[config.mk]
export PLATFORM = sky130hd
export DESIGN_NAME = multicycle_control_unit
export DESIGN_NICKNAME = d
export VERILOG_FILES = /design/src/rtl/mips_ctrl_pkg.sv /design/src/rtl/alu_decoder.sv /design/src/rtl/multicycle_control_unit.sv
export SDC_FILE = /design/constraint.sdc
export NUM_CORES = 1
export LEC_CHECK = 0
export CAP_MARGIN = 20
export CORE_MARGIN = 2
export CORE_UTILIZATION = 40
export DETAILED_ROUTE_END_ITERATION = 10
export PLACE_DENSITY = 0.74
export SETUP_SLACK_MARGIN = 0.15
export SYNTH_ARGS = -nofsm -noshare
export SYNTH_HDL_FRONTEND = slang
export SYNTH_SLANG_ARGS = --single-unit
[constraint.sdc]
create_clock -name clk -period 1.65 [get_ports clk]
set_clock_uncertainty 0.15 [all_clocks]
set_input_delay 0.33 -clock clk [delete_from_list [all_inputs] [get_ports clk]]
set_output_delay 0.33 -clock clk [all_outputs]
set_load 0.02 [all_outputs]
[src/rtl/mips_ctrl_pkg.sv]
// Shared types and encodings for the multicycle MIPS control unit: FSM states,
// opcode/funct constants, ALU operation codes and the bundled control word.
package mips_ctrl_pkg;

  typedef enum logic [3:0] {
    S_BOOT     = 4'd0,
    S_FETCH    = 4'd1,
    S_DECODE   = 4'd2,
    S_MEMADR   = 4'd3,
    S_MEMREAD  = 4'd4,
    S_MEMWB    = 4'd5,
    S_MEMWRITE = 4'd6,
    S_EXECUTE  = 4'd7,
    S_ALUWB    = 4'd8,
    S_IMMEXEC  = 4'd9,
    S_IMMWB    = 4'd10
  } state_e;

  localparam logic [5:0] OP_RTYPE = 6'b000000;
  localparam logic [5:0] OP_LW    = 6'b100011;
  localparam logic [5:0] OP_SW    = 6'b101011;
  localparam logic [5:0] OP_ADDI  = 6'b001000;
  localparam logic [5:0] OP_ORI   = 6'b001101;

  localparam logic [5:0] FUNCT_ADD = 6'b100000;
  localparam logic [5:0] FUNCT_SUB = 6'b100010;
  localparam logic [5:0] FUNCT_AND = 6'b100100;
  localparam logic [5:0] FUNCT_OR  = 6'b100101;
  localparam logic [5:0] FUNCT_NOR = 6'b100111;

  localparam logic [3:0] ALU_AND = 4'b0000;
  localparam logic [3:0] ALU_OR  = 4'b0001;
  localparam logic [3:0] ALU_ADD = 4'b0010;
  localparam logic [3:0] ALU_SUB = 4'b0110;
  localparam logic [3:0] ALU_NOR = 4'b1100;

  localparam logic [1:0] SRCB_REG    = 2'b00;
  localparam logic [1:0] SRCB_FOUR   = 2'b01;
  localparam logic [1:0] SRCB_IMM    = 2'b10;
  localparam logic [1:0] SRCB_IMMSH2 = 2'b11;

  typedef struct packed {
    logic       initial_sel;
    logic       pc_write;
    logic       iord;
    logic       mem_write;
    logic       ir_write;
    logic       reg_dst;
    logic       mem_to_reg;
    logic       reg_write;
    logic       alu_src_a;
    logic [1:0] alu_src_b;
    logic [3:0] alu_control;
    logic       pc_src;
  } ctrl_t;

  // Every state starts from this word and only raises what it needs.
  function automatic ctrl_t ctrl_idle();
    ctrl_t c;
    c             = '0;
    c.alu_control = ALU_ADD;
    return c;
  endfunction

endpackage

[src/rtl/alu_decoder.sv]
// R-type funct field to ALU operation decode; flags funct codes the datapath
// does not implement so the FSM can reject the instruction.
module alu_decoder
  import mips_ctrl_pkg::*;
(
  input  logic [5:0] funct_i,
  output logic [3:0] alu_ctrl_o,
  output logic       funct_legal_o
);

  always_comb begin
    alu_ctrl_o    = ALU_ADD;
    funct_legal_o = 1'b1;
    case (funct_i)
      FUNCT_ADD: alu_ctrl_o = ALU_ADD;
      FUNCT_SUB: alu_ctrl_o = ALU_SUB;
      FUNCT_AND: alu_ctrl_o = ALU_AND;
      FUNCT_OR:  alu_ctrl_o = ALU_OR;
      FUNCT_NOR: alu_ctrl_o = ALU_NOR;
      default:   funct_legal_o = 1'b0;
    endcase
  end

endmodule

[src/rtl/multicycle_control_unit.sv]
// Moore FSM sequencing the multicycle MIPS datapath: boot-loads the PC, steps each
// instruction through fetch/decode/execute states and counts retired instructions.
module multicycle_control_unit
  import mips_ctrl_pkg::*;
#(
  parameter int CNT_WIDTH = 32
) (
  input  logic                 clk,
  input  logic                 reset,
  input  logic [5:0]           OP_i,
  input  logic [5:0]           Funct_i,
  output logic                 initial_sel,
  output logic                 PCWrite,
  output logic                 IorD,
  output logic                 MemWrite,
  output logic                 IRWrite,
  output logic                 RegDst,
  output logic                 MemtoReg,
  output logic                 RegWrite,
  output logic                 ALUSrcA,
  output logic [1:0]           ALUSrcB,
  output logic [3:0]           ALUControl,
  output logic                 PCSrc,
  output logic                 illegal_o,
  output logic [CNT_WIDTH-1:0] retired_o,
  output logic [3:0]           state_o
);

  state_e               state_q;
  logic                 illegal_q;
  logic [CNT_WIDTH-1:0] retired_q;
  logic [3:0]           funct_alu;
  logic                 funct_legal;
  ctrl_t                ctrl;

  alu_decoder u_alu_decoder (
    .funct_i       (Funct_i),
    .alu_ctrl_o    (funct_alu),
    .funct_legal_o (funct_legal)
  );

  // State, illegal pulse and retire counter share one sequential block; the
  // write-back states always exit to FETCH, so being in one means it retires.
  always_ff @(posedge clk or negedge reset) begin
    if (!reset) begin
      state_q   <= S_BOOT;
      illegal_q <= 1'b0;
      retired_q <= '0;
    end else begin
      illegal_q <= 1'b0;
      case (state_q)
        S_BOOT:   state_q <= S_FETCH;
        S_FETCH:  state_q <= S_DECODE;
        S_DECODE: begin
          if (OP_i == OP_RTYPE && funct_legal) begin
            state_q <= S_EXECUTE;
          end else if (OP_i == OP_LW || OP_i == OP_SW) begin
            state_q <= S_MEMADR;
          end else if (OP_i == OP_ADDI || OP_i == OP_ORI) begin
            state_q <= S_IMMEXEC;
          end else begin
            state_q   <= S_FETCH;
            illegal_q <= 1'b1;
          end
        end
        S_MEMADR:  state_q <= (OP_i == OP_SW) ? S_MEMWRITE : S_MEMREAD;
        S_MEMREAD: state_q <= S_MEMWB;
        S_EXECUTE: state_q <= S_ALUWB;
        S_IMMEXEC: state_q <= S_IMMWB;
        S_MEMWB, S_MEMWRITE, S_ALUWB, S_IMMWB: begin
          state_q   <= S_FETCH;
          retired_q <= retired_q + CNT_WIDTH'(1);
        end
        default: state_q <= S_FETCH;
      endcase
    end
  end

  always_comb begin
    ctrl = ctrl_idle();
    case (state_q)
      S_BOOT: begin
        ctrl.initial_sel = 1'b0;
        ctrl.pc_write    = 1'b1;
      end
      S_FETCH: begin
        ctrl.initial_sel = 1'b1;
        ctrl.iord        = 1'b0;
        ctrl.ir_write    = 1'b1;
        ctrl.alu_src_a   = 1'b0;
        ctrl.alu_src_b   = SRCB_FOUR;
        ctrl.pc_src      = 1'b0;
        ctrl.pc_write    = 1'b1;
      end
      S_DECODE: begin
        ctrl.alu_src_a = 1'b0;
        ctrl.alu_src_b = SRCB_IMMSH2;
      end
      S_MEMADR: begin
        ctrl.alu_src_a = 1'b1;
        ctrl.alu_src_b = SRCB_IMM;
      end
      S_MEMREAD: ctrl.iord = 1'b1;
      S_MEMWB: begin
        ctrl.reg_dst    = 1'b0;
        ctrl.mem_to_reg = 1'b1;
        ctrl.reg_write  = 1'b1;
      end
      S_MEMWRITE: begin
        ctrl.iord      = 1'b1;
        ctrl.mem_write = 1'b1;
      end
      S_EXECUTE: begin
        ctrl.alu_src_a   = 1'b1;
        ctrl.alu_src_b   = SRCB_REG;
        ctrl.alu_control = funct_alu;
      end
      S_ALUWB: begin
        ctrl.reg_dst    = 1'b1;
        ctrl.mem_to_reg = 1'b0;
        ctrl.reg_write  = 1'b1;
      end
      S_IMMEXEC: begin
        ctrl.alu_src_a   = 1'b1;
        ctrl.alu_src_b   = SRCB_IMM;
        ctrl.alu_control = (OP_i == OP_ORI) ? ALU_OR : ALU_ADD;
      end
      S_IMMWB: begin
        ctrl.reg_dst    = 1'b0;
        ctrl.mem_to_reg = 1'b0;
        ctrl.reg_write  = 1'b1;
      end
      default: ctrl = ctrl_idle();
    endcase
  end

  assign initial_sel = ctrl.initial_sel;
  assign PCWrite     = ctrl.pc_write;
  assign IorD        = ctrl.iord;
  assign MemWrite    = ctrl.mem_write;
  assign IRWrite     = ctrl.ir_write;
  assign RegDst      = ctrl.reg_dst;
  assign MemtoReg    = ctrl.mem_to_reg;
  assign RegWrite    = ctrl.reg_write;
  assign ALUSrcA     = ctrl.alu_src_a;
  assign ALUSrcB     = ctrl.alu_src_b;
  assign ALUControl  = ctrl.alu_control;
  assign PCSrc       = ctrl.pc_src;

  assign illegal_o = illegal_q;
  assign retired_o = retired_q;
  assign state_o   = state_q;

endmodule

==> flow_results.xml <==
<?xml version="1.0" encoding="UTF-8"?>
<metrics>
  <group name="sta">
    <metric name="grt_setup_unrepaired" unit="">yes</metric>
    <metric name="clock.fmax" unit="MHz">491</metric>
    <metric name="smallest_setup_slack_after_layout" unit="ps">-388</metric>
    <metric name="total_setup_violations_reported_at_the_end_of_the_flow" unit="">51</metric>
    <metric name="fin_tns_setup" unit="ps">-13690</metric>
    <metric name="final.min_clock_period" unit="ps">2040</metric>
    <metric name="timing.final.max_slew_violations" unit="">0</metric>
    <metric name="max-slew-margin-rel" unit="%">64.0</metric>
    <metric name="timing.hold.ws" unit="ps">329</metric>
    <metric name="worst_slew_pin_slew" unit="ps">527</metric>
    <metric name="min_period_over_period" unit="%">124</metric>
    <metric name="hold_violation_total_from_the_final_report" unit="">0</metric>
  </group>
  <group name="global_route">
    <metric name="grt_max_degree" unit="">38</metric>
    <metric name="global_route.usage.met3" unit="%">4.50</metric>
    <metric name="grt_use_met1" unit="%">26.0</metric>
    <metric name="globalRoute.busiestLayer" unit="">met2</metric>
    <metric name="vias_in_the_first_global_route" unit="">2160</metric>
    <metric name="grt_antenna_before_repair" unit="">0</metric>
    <metric name="grtUsageMet2" unit="%">42.5</metric>
    <metric name="grt.overflow.total" unit="">0</metric>
    <metric name="grt_usage" unit="%">23.2</metric>
    <metric name="grt_pass1_wl" unit="mm">10.0</metric>
  </group>
  <group name="detailed_routing">
    <metric name="vias_after_detailed_routing" unit="">2292</metric>
    <metric name="drt-wirelength-per-cell" unit="um">16.9</metric>
    <metric name="route.detailed.drc" unit="">0</metric>
    <metric name="drt_pass1_iterations" unit="">4</metric>
    <metric name="routed_wire_length" unit="mm">7.26</metric>
    <metric name="initialDrtViolationCount" unit="">108</metric>
    <metric name="postRouteAntennaNets" unit="">0</metric>
    <metric name="route.detailed.vias_per_inst" unit="">5.33</metric>
  </group>
  <group name="floorplan">
    <metric name="die_area" unit="mm^2">0.00576</metric>
    <metric name="fp.dieH" unit="um">75.9</metric>
    <metric name="core_area" unit="mm^2">0.00504</metric>
    <metric name="die_x" unit="um">75.9</metric>
    <metric name="io_pins" unit="">67</metric>
    <metric name="number_of_rows_created_at_floorplan" unit="">26</metric>
    <metric name="initial_standard_cell_utilization_of_the_core" unit="%">41.0</metric>
  </group>
  <group name="power_and_ir_drop">
    <metric name="power_switching_share" unit="%">37.2</metric>
    <metric name="power.density" unit="mW/mm^2">1110</metric>
    <metric name="p_leak" unit="nW">1.86</metric>
    <metric name="power_frac_seq" unit="%">25.8</metric>
    <metric name="cellInternalPower" unit="mW">2.78</metric>
    <metric name="p_comb_share" unit="%">55.8</metric>
    <metric name="max-vdd-ir-drop" unit="mV">1.28</metric>
    <metric name="share_clk_of_total_power" unit="%">18.3</metric>
    <metric name="netSwitchingPower" unit="mW">1.64</metric>
  </group>
  <group name="critical_path">
    <metric name="critical_path.max_fanout" unit="">5</metric>
    <metric name="critical_path.endpoint_type" unit="">output pin</metric>
    <metric name="worst_setup_slack_for_register_to_register_paths" unit="ps">-370</metric>
    <metric name="crit_arrival" unit="ps">1560</metric>
    <metric name="type_of_element_launching_the_critical_path" unit="">flop</metric>
    <metric name="category_of_the_most_critical_setup_path" unit="">reg -&gt; out</metric>
    <metric name="r2r.worst_path.cells" unit="">7</metric>
    <metric name="required" unit="ps">1170</metric>
  </group>
  <group name="hold_path">
    <metric name="class_of_the_worst_hold_path" unit="">reg -&gt; reg</metric>
    <metric name="worstHoldPathCells" unit="">1</metric>
  </group>
  <group name="placement">
    <metric name="dp_slack" unit="ps">-869</metric>
    <metric name="hpwl" unit="mm">3.81</metric>
    <metric name="finalWeightedCongestion" unit="">0.776</metric>
    <metric name="port-buffer-count" unit="">65</metric>
  </group>
  <group name="run">
    <metric name="cap_violations" unit="">0</metric>
  </group>
  <group name="yosys">
    <metric name="yosysUniqueCellTypes" unit="">39</metric>
    <metric name="yosys_reg_bits" unit="">37</metric>
    <metric name="post_synthesis_instance_area" unit="mm^2">0.00207</metric>
    <metric name="yosys_warnings" unit="">0</metric>
    <metric name="synth.yosys.seq_area_share" unit="%">44.8</metric>
    <metric name="post_syn_nets" unit="">225</metric>
    <metric name="synthesis.instances" unit="">210</metric>
    <metric name="syn-mean-instance-area" unit="um^2">9.84</metric>
  </group>
  <group name="cells_and_area">
    <metric name="fillCellCount" unit="">322</metric>
    <metric name="design.final.nets" unit="">374</metric>
    <metric name="n_antenna_cell" unit="">0</metric>
    <metric name="fin_util" unit="%">78.7</metric>
    <metric name="drive_gt1_share" unit="%">59.7</metric>
    <metric name="area_growth" unit="%">92.0</metric>
  </group>
  <group name="cts">
    <metric name="cts_root_buffer" unit="">sky130_fd_sc_hd__clkbuf_8</metric>
    <metric name="tritoncts.num_buffers" unit="">5</metric>
    <metric name="clk_transition_reported_paths" unit="ps">80</metric>
    <metric name="clock_tree_from_tritoncts" unit="">done</metric>
    <metric name="numClockSinks" unit="">37</metric>
    <metric name="htreeDepth" unit="">2</metric>
    <metric name="insertion_delay" unit="ps">290</metric>
    <metric name="maximum_buffer_depth_of_the_clock_tree" unit="">2</metric>
  </group>
  <group name="outcome">
    <metric name="failed_checks" unit="">negative setup slack</metric>
    <metric name="status" unit="">finished with violations</metric>
  </group>
</metrics>
-- kinds of logic after synthesis --
group	Yosys count	share of synthesized area [%]
xor+xnor	33	14.0
other cells	1	0.182
mux	1	0.545
flops	37	44.8
compound gates	20	7.75
buf+inv	18	4.72
simple gates	99	27.4
fa+ha+maj	1	0.606
-- worst max-delay path, cell delays in order, from the launching register on --
cell,delay (ps)
sky130_fd_sc_hd__dfrtp_2,460
sky130_fd_sc_hd__and4_4,290
sky130_fd_sc_hd__o2111ai_2,100
sky130_fd_sc_hd__mux2_4,280
sky130_fd_sc_hd__buf_6,130
-- per-stage QoR --
step                total power, mW  cells  instance area (um^2)
CTS                            4.01    410                  3660
floorplan                      2.07    210                  2180
global placement               2.85    380                  3190
global route                   4.60    430                  3970
finish                         4.42    430                  3970
detailed placement             2.87    380                  3190
-- Yosys cell counts --
master                       n  area (um^2)
sky130_fd_sc_hd__dfrtp_1    37          926
sky130_fd_sc_hd__xnor2_1    31          272
sky130_fd_sc_hd__nand4_1    20          125
sky130_fd_sc_hd__nand3_1    18         90.1
sky130_fd_sc_hd__nor2_1     18         67.6
sky130_fd_sc_hd__nand2_1    14         52.6
sky130_fd_sc_hd__and3_1      8         50.1
sky130_fd_sc_hd__a21oi_1     7         35.0
sky130_fd_sc_hd__inv_1       7         26.3
sky130_fd_sc_hd__clkbuf_1    5         18.8
sky130_fd_sc_hd__buf_4       4         30.0
sky130_fd_sc_hd__nor3_1      3         15.0
sky130_fd_sc_hd__o21ai_0     3         15.0
sky130_fd_sc_hd__o32ai_1     3         26.3
sky130_fd_sc_hd__a31oi_4     2         42.5
sky130_fd_sc_hd__and2_1      2         12.5
sky130_fd_sc_hd__and4_1      2         17.5
sky130_fd_sc_hd__buf_6       2         22.5
sky130_fd_sc_hd__nand2b_1    2         12.5
sky130_fd_sc_hd__nor2b_1     2         12.5
sky130_fd_sc_hd__xor2_1      2         17.5
sky130_fd_sc_hd__a2111oi_0   1         8.76
sky130_fd_sc_hd__a31oi_1     1         6.26
sky130_fd_sc_hd__and3b_1     1         8.76
sky130_fd_sc_hd__conb_1      1         3.75
sky130_fd_sc_hd__ha_1        1         12.5
sky130_fd_sc_hd__mux2_2      1         11.3
sky130_fd_sc_hd__nand4_2     1         12.5
sky130_fd_sc_hd__nand4b_1    1         8.76
sky130_fd_sc_hd__nand4bb_1   1         11.3
sky130_fd_sc_hd__nand4bb_2   1         16.3
sky130_fd_sc_hd__nor3b_1     1         7.51
sky130_fd_sc_hd__nor4_1      1         6.26
sky130_fd_sc_hd__nor4_4      1         21.3
sky130_fd_sc_hd__o2111ai_1   1         8.76
sky130_fd_sc_hd__o211ai_1    1         7.51
sky130_fd_sc_hd__o311a_1     1         10.0
sky130_fd_sc_hd__or2_2       1         6.26
sky130_fd_sc_hd__or3b_4      1         11.3
-- registers in the layout (all words and copies together) (netlist names) --
signal / cells
illegal_o: 1
retired_o: 32
state_o: 4
-- placed cells by master, fill, tap and decap left out, types with 5 or more instances in the layout --
master,n
sky130_fd_sc_hd__nand4_1,20
sky130_fd_sc_hd__buf_4,63
sky130_fd_sc_hd__nand3_1,7
sky130_fd_sc_hd__nor2_1,12
sky130_fd_sc_hd__nand2_1,6
sky130_fd_sc_hd__clkbuf_2,9
sky130_fd_sc_hd__nand3_2,7
sky130_fd_sc_hd__dfrtp_1,25
sky130_fd_sc_hd__clkbuf_8,6
sky130_fd_sc_hd__nand2_4,5
sky130_fd_sc_hd__buf_2,8
sky130_fd_sc_hd__dlygate4sd2_1,10
sky130_fd_sc_hd__clkdlybuf4s15_2,10
sky130_fd_sc_hd__dfrtp_2,12
sky130_fd_sc_hd__buf_6,43
sky130_fd_sc_hd__and3_1,8
sky130_fd_sc_hd__xnor2_1,27
sky130_fd_sc_hd__a21oi_2,5
-- path summary, 6_finish.rpt --
path,start,endpoint
max in group asynchronous,reset,retired_o[3]$_DFFE_PN0P_
worst max-delay path,state_o[1]$_DFF_PN0_,ALUControl[1]
min in group asynchronous,reset,retired_o[11]$_DFFE_PN0P_
worst min register to register,retired_o[31]$_DFFE_PN0P_,retired_o[31]$_DFFE_PN0P_
worst max register to register,state_o[3]$_DFF_PN0_,retired_o[9]$_DFFE_PN0P_
worst min-delay path,retired_o[31]$_DFFE_PN0P_,retired_o[31]$_DFFE_PN0P_
-- per-layer routing --
metal / up-vias / part of all wire, %
li1: 1045 / -
met1: 1141 / 39
met2: 91 / 55
met3: 15 / 4.4
met4: 0 / 1.8
met5: - / 0
-- area by class of cell --
| class | count | area (um^2) | share of cell area [%] |
|---|---|---|---|
| Inverter | 7 | 26.3 | 0.662 |
| Sequential cell | 37 | 941 | 23.7 |
| Multi-Input combinational cell | 155 | 1390 | 35.0 |
| Clock inverter | 1 | 30.0 | 0.757 |
| Timing Repair Buffer | 153 | 1410 | 35.4 |
| Tap cell | 70 | 87.6 | 2.21 |
| Clock buffer | 7 | 86.3 | 2.18 |
-- repair_timing --
action | 4_1_cts | 5_1_grt
resized for setup | 258 | 67
buffers inserted | 20 | 19
cloned | 1 | 1
pin swaps | 19 | 31
endpoints found under the setup margin | 87 | 82
hold endpoints to repair | 37 | 0
hold buffers | 1 | 0
-- power groups by stage --
stage	Clock (mW)	Combinational [mW]	Sequential, mW
after floorplan	0	0.835	1.24
after global placement	0	1.70	1.15
after detailed placement	0	1.72	1.15
after CTS	0.816	2.06	1.13
after global routing	0.853	2.59	1.16
final	0.811	2.47	1.14
(Power assumes the default switching activity.)
